--- config.mk ---
export PLATFORM = sky130hd
export DESIGN_NAME = syndrome_round_assembler
export DESIGN_NICKNAME = d
export VERILOG_FILES = /design/src/rtl/qec_pkg.sv /design/src/rtl/syndrome_fifo.sv /design/src/rtl/syndrome_round_assembler.sv
export SDC_FILE = /design/constraint.sdc
export NUM_CORES = 1
export LEC_CHECK = 0
export CORE_ASPECT_RATIO = 0.75
export CORE_MARGIN = 2
export CORE_UTILIZATION = 45
export CTS_BUF_LIST = sky130_fd_sc_hd__clkbuf_2 sky130_fd_sc_hd__clkbuf_4 sky130_fd_sc_hd__clkbuf_8
export DETAILED_ROUTE_END_ITERATION = 8
export PLACE_DENSITY = 0.72
export RECOVER_POWER = 100
export SYNTH_ARGS = -nofsm -noshare
export SYNTH_HDL_FRONTEND = slang
export SYNTH_SLANG_ARGS = --single-unit
--- constraint.sdc ---
create_clock -name clk -period 6.31 [get_ports clk]
set_input_delay 0.631 -clock clk [delete_from_list [all_inputs] [get_ports clk]]
set_output_delay 0.631 -clock clk [all_outputs]
set_load 0.05 [all_outputs]
--- src/rtl/qec_pkg.sv ---
// ============================================================================
// Module   : qec_pkg
// Purpose  : Shared widths, types and FSM encoding for the decoder front end.
// Revision : 1.0 - initial release
// ============================================================================
`default_nettype none

package qec_pkg;
    localparam int NUM_STAB        = 49;
    localparam int BEAT_W          = 7;
    localparam int BEATS_PER_ROUND = NUM_STAB / BEAT_W;
    localparam int ROUND_ID_W      = 8;

    typedef logic [NUM_STAB-1:0]   syndrome_t;
    typedef logic [ROUND_ID_W-1:0] round_id_t;

    typedef enum logic [0:0] {
        COLLECT = 1'b0,
        DISCARD = 1'b1
    } asm_state_t;
endpackage

`default_nettype wire

--- src/rtl/syndrome_fifo.sv ---
// ============================================================================
// Module   : syndrome_fifo
// Purpose  : Synchronous width/depth FIFO; push into a full FIFO succeeds
//            only when a pop happens in the same cycle.
// Revision : 1.0 - initial release
// ============================================================================
`default_nettype none

module syndrome_fifo #(
    parameter int WIDTH = 8,
    parameter int DEPTH = 2
) (
    input  logic             clk,
    input  logic             reset,
    input  logic             push,
    input  logic [WIDTH-1:0] push_data,
    input  logic             pop,
    output logic [WIDTH-1:0] pop_data,
    output logic             full,
    output logic             empty
);
    localparam int PTR_W = (DEPTH > 1) ? $clog2(DEPTH) : 1;
    localparam int CNT_W = $clog2(DEPTH + 1);
    localparam logic [PTR_W-1:0] c_LAST_PTR = PTR_W'(DEPTH - 1);
    localparam logic [CNT_W-1:0] c_DEPTH    = CNT_W'(DEPTH);

    logic [WIDTH-1:0] r_mem [DEPTH];
    logic [PTR_W-1:0] r_wr_ptr;
    logic [PTR_W-1:0] r_rd_ptr;
    logic [CNT_W-1:0] r_count;
    logic             w_do_push;
    logic             w_do_pop;

    assign w_do_pop  = pop && (r_count != '0);
    assign w_do_push = push && ((r_count != c_DEPTH) || w_do_pop);

    always_ff @(posedge clk) begin
        if (reset) begin
            r_wr_ptr <= '0;
            r_rd_ptr <= '0;
            r_count  <= '0;
            for (int i = 0; i < DEPTH; i++) begin
                r_mem[i] <= '0;
            end
        end else begin
            if (w_do_push) begin
                r_mem[r_wr_ptr] <= push_data;
                r_wr_ptr        <= (r_wr_ptr == c_LAST_PTR) ? '0 : r_wr_ptr + 1'b1;
            end
            if (w_do_pop) begin
                r_rd_ptr <= (r_rd_ptr == c_LAST_PTR) ? '0 : r_rd_ptr + 1'b1;
            end
            case ({w_do_push, w_do_pop})
                2'b10:   r_count <= r_count + 1'b1;
                2'b01:   r_count <= r_count - 1'b1;
                default: r_count <= r_count;
            endcase
        end
    end

    assign pop_data = r_mem[r_rd_ptr];
    assign full     = (r_count == c_DEPTH);
    assign empty    = (r_count == '0);
endmodule

`default_nettype wire

--- src/rtl/syndrome_round_assembler.sv ---
// ============================================================================
// Module   : syndrome_round_assembler
// Purpose  : Packs measurement beats into rounds, XORs against the previous
//            round to form detection events, and queues them for the decoder.
// Revision : 1.0 - initial release
// ============================================================================
`default_nettype none

module syndrome_round_assembler #(
    parameter int NUM_STAB   = qec_pkg::NUM_STAB,
    parameter int BEAT_W     = qec_pkg::BEAT_W,
    parameter int FIFO_DEPTH = 2
) (
    input  logic                 clk,
    input  logic                 reset,
    input  logic                 meas_valid,
    input  logic [BEAT_W-1:0]    meas_data,
    input  logic                 meas_last,
    output logic [NUM_STAB-1:0]  syndrome,
    output logic                 syndrome_valid,
    input  logic                 syndrome_ready,
    output qec_pkg::round_id_t   round_id,
    output logic                 frame_err,
    output logic                 overflow,
    input  logic                 clear_flags
);
    import qec_pkg::*;

    localparam int BEATS = NUM_STAB / BEAT_W;
    localparam int BCNT_W = (BEATS > 1) ? $clog2(BEATS) : 1;
    localparam int ID_W   = $bits(round_id_t);
    localparam logic [BCNT_W-1:0] c_LAST_BEAT = BCNT_W'(BEATS - 1);

    asm_state_t          r_state;
    logic [BCNT_W-1:0]   r_beat_cnt;
    logic [NUM_STAB-1:0] r_round_buf;
    logic [NUM_STAB-1:0] r_prev_round;
    round_id_t           r_round_cnt;
    logic                r_frame_err;
    logic                r_overflow;

    logic                w_beat;
    logic                w_at_end;
    logic                w_complete;
    logic                w_frame_bad;
    logic                w_pop;
    logic                w_push;
    logic                w_drop;
    logic                w_full;
    logic                w_empty;
    logic [NUM_STAB-1:0] w_round;
    logic [NUM_STAB-1:0] w_det;
    round_id_t           w_next_id;
    logic [NUM_STAB+ID_W-1:0] w_head;

    assign w_beat      = meas_valid && (r_state == COLLECT);
    assign w_at_end    = (r_beat_cnt == c_LAST_BEAT);
    assign w_complete  = w_beat && meas_last && w_at_end;
    // Early meas_last or a missing meas_last on the final slot both misframe the round.
    assign w_frame_bad = w_beat && (meas_last != w_at_end);

    // The final beat is not yet in round_buf, so splice it in directly.
    assign w_round   = {meas_data, r_round_buf[NUM_STAB-BEAT_W-1:0]};
    assign w_det     = w_round ^ r_prev_round;
    assign w_next_id = r_round_cnt + 1'b1;

    assign w_pop  = syndrome_valid && syndrome_ready;
    assign w_push = w_complete && (!w_full || w_pop);
    assign w_drop = w_complete && w_full && !w_pop;

    always_ff @(posedge clk) begin
        if (reset) begin
            r_state      <= COLLECT;
            r_beat_cnt   <= '0;
            r_round_buf  <= '0;
            r_prev_round <= '0;
            r_round_cnt  <= '0;
            r_frame_err  <= 1'b0;
            r_overflow   <= 1'b0;
        end else begin
            if (meas_valid) begin
                case (r_state)
                    COLLECT: begin
                        r_round_buf[r_beat_cnt*BEAT_W +: BEAT_W] <= meas_data;
                        if (w_complete) begin
                            r_prev_round <= w_round;
                            r_round_cnt  <= w_next_id;
                            r_beat_cnt   <= '0;
                        end else if (w_frame_bad) begin
                            r_beat_cnt <= '0;
                            if (!meas_last) begin
                                r_state <= DISCARD;
                            end
                        end else begin
                            r_beat_cnt <= r_beat_cnt + 1'b1;
                        end
                    end
                    DISCARD: begin
                        if (meas_last) begin
                            r_state    <= COLLECT;
                            r_beat_cnt <= '0;
                        end
                    end
                endcase
            end
            // A same-cycle set beats clear_flags.
            r_frame_err <= w_frame_bad | (r_frame_err & ~clear_flags);
            r_overflow  <= w_drop      | (r_overflow  & ~clear_flags);
        end
    end

    syndrome_fifo #(
        .WIDTH (NUM_STAB + ID_W),
        .DEPTH (FIFO_DEPTH)
    ) u_fifo (
        .clk       (clk),
        .reset     (reset),
        .push      (w_push),
        .push_data ({w_det, w_next_id}),
        .pop       (w_pop),
        .pop_data  (w_head),
        .full      (w_full),
        .empty     (w_empty)
    );

    assign syndrome       = w_head[NUM_STAB+ID_W-1:ID_W];
    assign round_id       = w_head[ID_W-1:0];
    assign syndrome_valid = !w_empty;
    assign frame_err      = r_frame_err;
    assign overflow       = r_overflow;
endmodule

`default_nettype wire

==> results.cfg, run 1 <==
[clock_tree]
cts_tree = built
htreeDepth = 2
insertion_delay_ns = 0.52
clk_path_buf_depth = 3
cts_setup_buffers = 0
cts_made_buffers = 36
postCtsHoldBufs = 0
cts.sinks = 224
cts-resized-gates = 0
clk_pin_slew_ns = 0.06
clock-root-buffer = clkbuf_8

[timing]
fin_crit_ns = 4.71
relSlewSlack = -1.64
hold_viol = 0
fin_worst_skew_ns = 0.0282
setup_viol = 0
timing.fmax_ghz = 0.212
final_max_slew_viol_count = 252
worst_pin_slew_ns = 3.96
period_share = 0.746
finalSetupTns_ns = 0
rsz0062_at_grt = false

[logic_synthesis]
synth_warnings = 0
synth_cells = 893
synth_seq_cells = 224
synthesis.nets = 913
ys_seq_area_frac = 0.581
post-synth-top-area-fraction = 0.353
syn_avg_cell_area_um2 = 10.8
ys_top_cells_by_area = edfxtp_1 (35%), dfxtp_1 (23%), mux2_2 (7.1%), xnor2_1 (4.9%), nor2_1 (4.5%)
netlist_area_um2 = 9690
synth_edf_count = 114
ys_types = 41
ys_async_sr_fraction = 0
ys.flop_type = edfxtp_1
synthDominantAreaCellType = edfxtp_1

[placement]
placed_area_um2 = 10600
portBuffers = 72
routabilityCongestion = 0.856
place_hpwl_mm = 12.8

[detailed_routing]
routed_wl_mm = 21.0
drt-pass1-iter-count = 5
routed_via_density = 5.36
drc = 0
vias = 6768
antenna_left = 0
drt-wirelength-per-cell_um = 16.6
drt_iter0_drc = 535

[cells_and_area]
fin_nets = 967
antennaDiodeCount = 0
fin_area_um2 = 11400
fin_util = 0.538
fill_cells = 1810
syn2layout_area_growth_pct = 17.3
drive_above_1_share = 0.145

[floorplanning]
die_width_um = 173
core_area_um2 = 21100
die_h_um = 131
io_pins = 73
num_rows = 46
start_util = 0.459
die_area_um2 = 22700

[grt]
grt_antenna_before_repair = 0
grt_max_degree = 99
globalRouteOverflowTotal = 0
grt_first_pass_wirelength_mm = 33.7
grt.total_usage = 0.184
grt_pass1_vias = 6513

[status]
outcome = finished with violations
violations = capacitance limit, slew limit

[power_and_ir_drop]
p_leak_nw = 3.80
p_per_area_nw_per_um2 = 270
power.total_mw = 3.07
worst_ir_drop_vdd_mv = 0.118

[setup_path]
cp_max_fo = 98
end_kind = flip-flop
worstPathRequired_ns = 6.68
critPathLaunchType = input port
critPathKind = in -> reg
crit_arrival_ns = 5.08

[flow_run]
cap_violations = 4

[hold_path]
hold_class = reg -> reg
==> per-layer routing <==
| metal | vias up | GRT usage | routed length [µm] |
|---|---|---|---|
| li1 | 3278 | - | - |
| met1 | 3272 | 0.259 | 9960 |
| met2 | 186 | 0.288 | 9400 |
| met3 | 32 | 0.0355 | 1160 |
| met4 | 0 | 0.0668 | 462 |
| met5 | - | 0 | 0 |
==> where the power goes <==
part | switching, mW | internal [mW] | leakage, nW
sequential | 0.0118 | 1.56 | 2.05
combinational | 0.130 | 0.0525 | 1.33
clock | 0.562 | 0.760 | 0.424
total | 0.704 | 2.37 | 3.80
==> metrics by stage <==
| step | setup slack, ns | hold slack, ns | instances |
|---|---|---|---|
| detailed placement | 2.16 | 0.467 | 1197 |
| global route | 1.28 | 0.503 | 1263 |
| floorplan | 1.80 | 0.466 | 893 |
| finish | 1.60 | 0.470 | 1263 |
| CTS | 2.55 | 0.471 | 1263 |
| global placement | 2.26 | 0.462 | 1197 |
==> sequential cells by signal, indices dropped and copies added (netlist names), named ones only <==
name and count:
frame_err 1, overflow 1, r_beat_cnt 3, r_prev_round 49, r_round_buf 42, r_round_cnt 8
r_state 1, u_fifo.r_count 2, u_fifo.r_mem 114, u_fifo.r_rd_ptr 1, u_fifo.r_wr_ptr 1
==> cell families (layout without fill, tap and decap cells) <==
group / after synthesis / count (layout) / synth area share
buf+inv: 76 / 158 / 0.0307
compound gates: 177 / 177 / 0.0971
fa+ha+maj: 7 / 7 / 0.00904
xor+xnor: 57 / 57 / 0.0515
simple gates: 270 / 270 / 0.138
mux: 82 / 82 / 0.0926
flops: 224 / 224 / 0.581
==> synth_stat cells, drive strengths merged (3+ instances only) <==
cell type    n
a21oi       85
and3         7
and3b        3
buf         11
clkbuf      57
dfxtp      110
edfxtp     114
ha           7
inv          8
mux2        61
mux2i       21
nand2b      31
nand3       71
nand4       11
nand4b       3
nor2       116
nor2b        9
nor4         3
o21ai       80
or3          5
xnor2       54
xor2         3
==> final cells by class <==
class                   count  area, µm²  area share
clock inverters             7       36.3     0.00319
well taps                 288        360      0.0317
multi-input cells         593       3770       0.332
clock buffers              59        756      0.0665
flip-flops and latches    224       5630       0.495
inverters                   8       30.0     0.00264
repair buffers             84        781      0.0687
==> critical path, cell delays in order <==
cell	delay [ns]
clkbuf_1	0.90
clkbuf_1	2.85
nand2b_1	0.52
mux2i_1	0.12
==> cells in the final DEF, fill, tap and decap left out, drive strengths merged, types with 9 or more instances in the layout <==
master	instances
clkbuf	65
nand3	71
nor2	116
dfxtp	110
inv	9
dlygate4sd3	59
nand4	11
clkdlybuf4s50	11
edfxtp	114
xnor2	54
o21ai	80
mux2i	21
nor2b	9
a21oi	85
mux2	61
nand2b	31
==> worst paths after layout <==
| path | startpoint | endpoint | slack [ns] | cells after the start |
|---|---|---|---|---|
| worst min register to register | frame_err | frame_err | 0.47 | 2 |
| worst max register to register | r_beat_cnt[0] | u_fifo.r_mem[0][7] | 1.74 | 7 |
| worst min-delay path | frame_err | frame_err | 0.47 | 2 |
| worst max-delay path | reset | r_round_buf[15] | 1.60 | 4 |
Note: power is estimated with default switching activity, not from simulation.
==> run 2, diff against run 1 <==
--- a/config.mk
+++ b/config.mk
@@ -10,7 +10,7 @@
 export CORE_UTILIZATION = 45
 export CTS_BUF_LIST = sky130_fd_sc_hd__clkbuf_2 sky130_fd_sc_hd__clkbuf_4 sky130_fd_sc_hd__clkbuf_8
 export DETAILED_ROUTE_END_ITERATION = 8
-export PLACE_DENSITY = 0.72
+export PLACE_DENSITY = 0.74
 export RECOVER_POWER = 100
 export SYNTH_ARGS = -nofsm -noshare
 export SYNTH_HDL_FRONTEND = slang
==> constraint.sdc (replaced) <==
create_clock -name clk -period 4.1 [get_ports clk]
set_input_delay 0.41 -clock clk [delete_from_list [all_inputs] [get_ports clk]]
set_output_delay 0.41 -clock clk [all_outputs]
set_load 0.05 [all_outputs]
==> run 2 against run 1 <==
Against the previous run:
- the run still ends with capacitance limit, slew limit left
- worst hold slack worse by 0.078 ns
- first-iteration DRC count fell by 2.1%
- sequential share of layout area fell by 0.22 points
- setup slack got worse by 0.96 ns
- global-route usage grew 0.38 points
- non-clock buffer count grew 3
- design area increased by 0.45%
- clock skew shrank 0.0073 ns
- sequential power increased by 54%
- clock-buffer cell count grew 5
- routed wire length grew 2.0%
- largest power group unchanged
==> results.cfg, run 2 (same netlist as run 1, synthesis figures left out) <==
[setup_path]
slowest_stage = dfxtp_2
crit_arrival_ns = 3.05
r2r_start = r_beat_cnt[0]
r2r_setup_slack_ns = 0.64
r2r_cells = 7
cp_slowest_stage_delay_ns = 0.80
timing.rr.end = u_fifo.r_mem[1][23]
critPathTopFamily = buffers and inverters
crit_chain = clkbuf_2, mux2_2, dlygate4sd3_1
crit_cells = 3
critPathLaunchType = flip-flop
cp_max_fo = 25
end_kind = output port
crit_path_end = syndrome[21]
critPathKind = reg -> out
cp_num_buf_inv = 2
worstPathRequired_ns = 3.69

[clock_tree]
cts-resized-gates = 0
cts_tree = built
cts_setup_buffers = 0
clk_pin_slew_ns = 0.06
cts_made_buffers = 36
insertion_delay_ns = 0.53
clk_path_buf_depth = 3
htreeDepth = 2
postCtsHoldBufs = 0
clock-root-buffer = clkbuf_8
cts.sinks = 224

[timing]
whs_ns = 0.392
fin_worst_skew_ns = 0.0209
fin_crit_ns = 3.46
relSlewSlack = -0.125
period_share = 0.844
final_max_slew_viol_count = 58
worst_pin_slew_ns = 1.69
finalSetupTns_ns = 0
hold_viol = 0
setup_viol = 0
rsz0062_at_grt = false
timing.fmax_ghz = 0.289

[detailed_routing]
vias = 6771
drt-pass1-iter-count = 5
antenna_left = 0
drt-wirelength-per-cell_um = 16.9
routed_wl_mm = 21.4
routed_via_density = 5.35
drt_iter0_drc = 524
drc = 0

[status]
outcome = finished with violations
violations = capacitance limit, slew limit

[cells_and_area]
fin_nets = 970
regMostFlops = u_fifo.r_mem
drive_above_1_share = 0.152
largest_reg_flops = 114
layout_commonest_cell = nor2_1
layout_common_cells = nor2_1 (116), edfxtp_1 (114), dfxtp_1 (109)
antennaDiodeCount = 0
top_regs = u_fifo.r_mem: 114 flops, r_prev_round: 49 flops, r_round_buf: 42 flops
fin_cells = 1266
syn2layout_area_growth_pct = 17.9

[power_and_ir_drop]
worst_ir_drop_vdd_mv = 0.236
p_leak_nw = 3.84
p_per_area_nw_per_um2 = 421

[flow_run]
cap_violations = 1

[grt]
grt_pass1_vias = 6701
grt_antenna_before_repair = 0
grt_first_pass_wirelength_mm = 34.4
grt_max_degree = 64
grt.total_usage = 0.188
globalRouteOverflowTotal = 0

[placement]
dp_cells = 1200
place_hpwl_mm = 12.9
portBuffers = 72
routabilityCongestion = 0.841

[floorplanning]
core_area_um2 = 21100
die_h_um = 131
die_area_um2 = 22700
start_util = 0.459
die_width_um = 173
io_pins = 73
num_rows = 46

[hold_path]
hold_class = in -> reg
holdPathStages = 2
run 2: cell count changes in the layout (fill, tap and decap cells not counted), moves of 3 or more:
cell	previous run	this run
clkbuf_1	6	2
clkbuf_2	0	3
clkbuf_8	50	47
clkinv_2	4	0
clkbuf_4	9	18
run 2: how the worst min path moves through the flow:
stage	start	to	slack, ns
after CTS	reset	flip-flop	0.38
final	reset	flip-flop	0.39
after floorplan	r_prev_round[42]	r_prev_round[42]	0.47
after global placement	frame_err	frame_err	0.47
after global routing	reset	flip-flop	0.41
after detailed placement	frame_err	frame_err	0.46
run 2: per-stage QoR:
step / worst slack, ns / power (mW) / area [µm²] / utilization
5_1_grt: 0.385 / 4.96 / 11400 / 0.540
6_report: 0.639 / 4.81 / 11400 / 0.540
3_3_place_gp: 1.22 / 2.75 / 10600 / 0.503
3_5_place_dp: 1.14 / 2.75 / 10600 / 0.503
2_1_floorplan: 0.800 / 2.65 / 9690 / -
4_1_cts: 0.796 / 4.86 / 11400 / 0.542
run 2: layout make-up:
class / instances / area, µm²
inverters: 8 / 30.0
repair buffers: 87 / 823
well taps: 288 / 360
fillers: 1854 / 9710
clock buffers: 64 / 774
flip-flops and latches: 224 / 5630
multi-input cells: 593 / 3760
clock inverters: 2 / 38.8
run 2: routing by layer:
metal,up-vias,GRT usage,wire length [µm]
met5,-,0.0125,0
met4,0,0.0543,291
met3,27,0.0401,1180
met2,175,0.297,9690
met1,3284,0.263,10200
li1,3285,-,-
run 2: worst reg2reg max path: stages (launching register included):
cell	delay, ns
dfxtp_1	0.61
inv_1	0.19
ha_1	0.31
and4b_1	0.22
clkbuf_2	0.64
nand4_1	0.40
clkbuf_4	0.63
nor2_1	0.19
run 2: power by group:
group	switching [mW]	total [mW]	internal (mW)
Clock	0.864	2.11	1.25
Combinational	0.201	0.283	0.0820
Sequential	0.0181	2.41	2.40
==> run 3, diff against run 2 <==
==> constraint.sdc (replaced) <==
create_clock -name clk -period 3 [get_ports clk]
set_input_delay 0.3 -clock clk [delete_from_list [all_inputs] [get_ports clk]]
set_output_delay 0.3 -clock clk [all_outputs]
set_load 0.05 [all_outputs]
==> run 3 against run 2 <==
Against the previous run:
- combinational power increased by 36%
- the run now ends clean
- largest cell class unchanged
- worst hold slack got worse by 0.21 ns
- sequential power up 37%
- first-iteration DRC count fell by 1.5%
- sequential share of layout area up 0.26 points
- die area stayed put
==> results.cfg, run 3 (same netlist as run 1, synthesis figures left out) <==
[floorplanning]
core_area_um2 = 21100
die_h_um = 131
io_pins = 73
num_rows = 46
die_area_um2 = 22700
die_width_um = 173
start_util = 0.459

[clock_tree]
clock-root-buffer = clkbuf_8
cts.sinks = 224
cts-resized-gates = 0
cts_made_buffers = 36
htreeDepth = 2
cts_tree = built
cts_setup_buffers = 0
clk_path_buf_depth = 3
postCtsHoldBufs = 0
clk_pin_slew_ns = 0.06
insertion_delay_ns = 0.49

[timing]
fin_worst_skew_ns = 0.0101
fin_crit_ns = 2.74
final_max_slew_viol_count = 0
layout_setup_ws_ns = 0.259
hold_viol = 0
rsz0062_at_grt = false
timing.fmax_ghz = 0.365
finalSetupTns_ns = 0
setup_viol = 0
relSlewSlack = 0.382
worst_pin_slew_ns = 0.926
period_share = 0.914

[detailed_routing]
routed_wl_mm = 21.0
drt-wirelength-per-cell_um = 16.6
drt-pass1-iter-count = 8
drt_iter0_drc = 516
antenna_left = 0
drc = 0
routed_via_density = 5.37
vias = 6789

[cells_and_area]
drive_above_1_share = 0.151
seqCellArea_um2 = 5630
multiInputGateArea_um2 = 3770
antennaDiodeCount = 0
largest_reg_flops = 114
layout_commonest_cell = nor2_1
syn2layout_area_growth_pct = 17.2
top_regs = u_fifo.r_mem: 114 flops, r_prev_round: 49 flops, r_round_buf: 42 flops
layout_common_cells = nor2_1 (116), edfxtp_1 (114), dfxtp_1 (109)
regMostFlops = u_fifo.r_mem
fill_cells = 1864
fin_cells = 1265
fin_nets = 971
fin_area_um2 = 11400

[setup_path]
r2r_cells = 6
slowest_stage = buf_4
cp_max_fo = 57
r2r_setup_slack_ns = 0.26
cp_num_buf_inv = 2
timing.rr.end = u_fifo.r_mem[0][56]
critPathKind = reg -> reg
critPathTopFamily = buffers and inverters
critPathLaunch = r_beat_cnt[0]
critPathLaunchType = flip-flop
end_kind = flip-flop
r2r_start = r_beat_cnt[0]
cp_slowest_stage_delay_ns = 0.67
worstPathRequired_ns = 3.12
crit_chain = inv_1, ha_1, and4b_1, nand3_1, o21bai_4, buf_4
crit_arrival_ns = 2.86

[hold_path]
min-delay-start = reset
holdPathEnd = u_fifo.r_count[0]
holdPathStages = 2
hold_class = in -> reg

[grt]
grt_first_pass_wirelength_mm = 34.3
globalRouteOverflowTotal = 0
grt.total_usage = 0.185
grt_max_degree = 99
grt_antenna_before_repair = 0
grt_pass1_vias = 6775

[placement]
portBuffers = 72
placed_area_um2 = 10700
dp_cells = 1201
routabilityCongestion = 0.857
pre_cts_ws_ns = 0.386
place_hpwl_mm = 12.8

[status]
outcome = finished clean

[flow_run]
cap_violations = 0

[power_and_ir_drop]
p_per_area_nw_per_um2 = 556
power.total_mw = 6.32
p_leak_nw = 3.81
worst_ir_drop_vdd_mv = 0.374
run 3: cell count changes in the layout (fill, tap and decap cells not counted), sizes merged:
| cell | before | now |
|---|---|---|
| buf | 11 | 13 |
| bufinv | 1 | 0 |
| clkbuf | 70 | 66 |
| clkdlybuf4s50 | 12 | 10 |
| clkinv | 0 | 2 |
| clkinvlp | 0 | 1 |
| dlygate4sd3 | 58 | 60 |
| inv | 9 | 8 |
run 3: worst register-to-register path, delay by kind of cell, from the launching register on:
kind / cells / cell delay, ns
buffers and inverters: 2 / 0.87
AOI/OAI and AO/OA: 1 / 0.18
DFF: 1 / 0.47
adders and majority gates: 1 / 0.28
and+or+nand+nor: 2 / 0.50
run 3: area by class of cell:
cell class,instances,share of cell area
sequential,224,0.495
multi-input combinational,593,0.332
tap,288,0.0317
clock inverter,3,0.00154
timing repair buffer,88,0.0734
clock buffer,61,0.0629
inverter,8,0.00264
run 3: layer usage:
layer	GRT usage	vias up	share of wire
met5	0	-	0
met4	0.0454	0	0.018
met3	0.0381	35	0.062
met2	0.312	187	0.46
met1	0.248	3276	0.46
li1	-	3291	-
run 3: power by group:
group	switching, mW	internal [mW]	leakage, nW
sequential	0.0247	3.27	2.05
clock	1.14	1.50	0.395
combinational	0.273	0.112	1.36
run 3: worst max path at each step:
stage                           to  slack [ns]  cells after the start
6_report       u_fifo.r_mem[0][56]        0.26                      6
5_1_grt        u_fifo.r_mem[0][56]        0.08                      6
4_1_cts        u_fifo.r_mem[1][19]        0.38                      6
3_5_place_dp   u_fifo.r_mem[1][31]        0.39                      6
3_3_place_gp   u_fifo.r_mem[1][56]        0.53                      6
2_1_floorplan   u_fifo.r_mem[1][0]        0.30                      8
run 3: through the flow:
| step | hold WS (ns) | utilization |
|---|---|---|
| after floorplan | 0.448 | - |
| after global placement | 0.463 | 0.504 |
| after detailed placement | 0.478 | 0.504 |
| after CTS | 0.167 | 0.539 |
| after global routing | 0.187 | 0.538 |
| final | 0.186 | 0.538 |
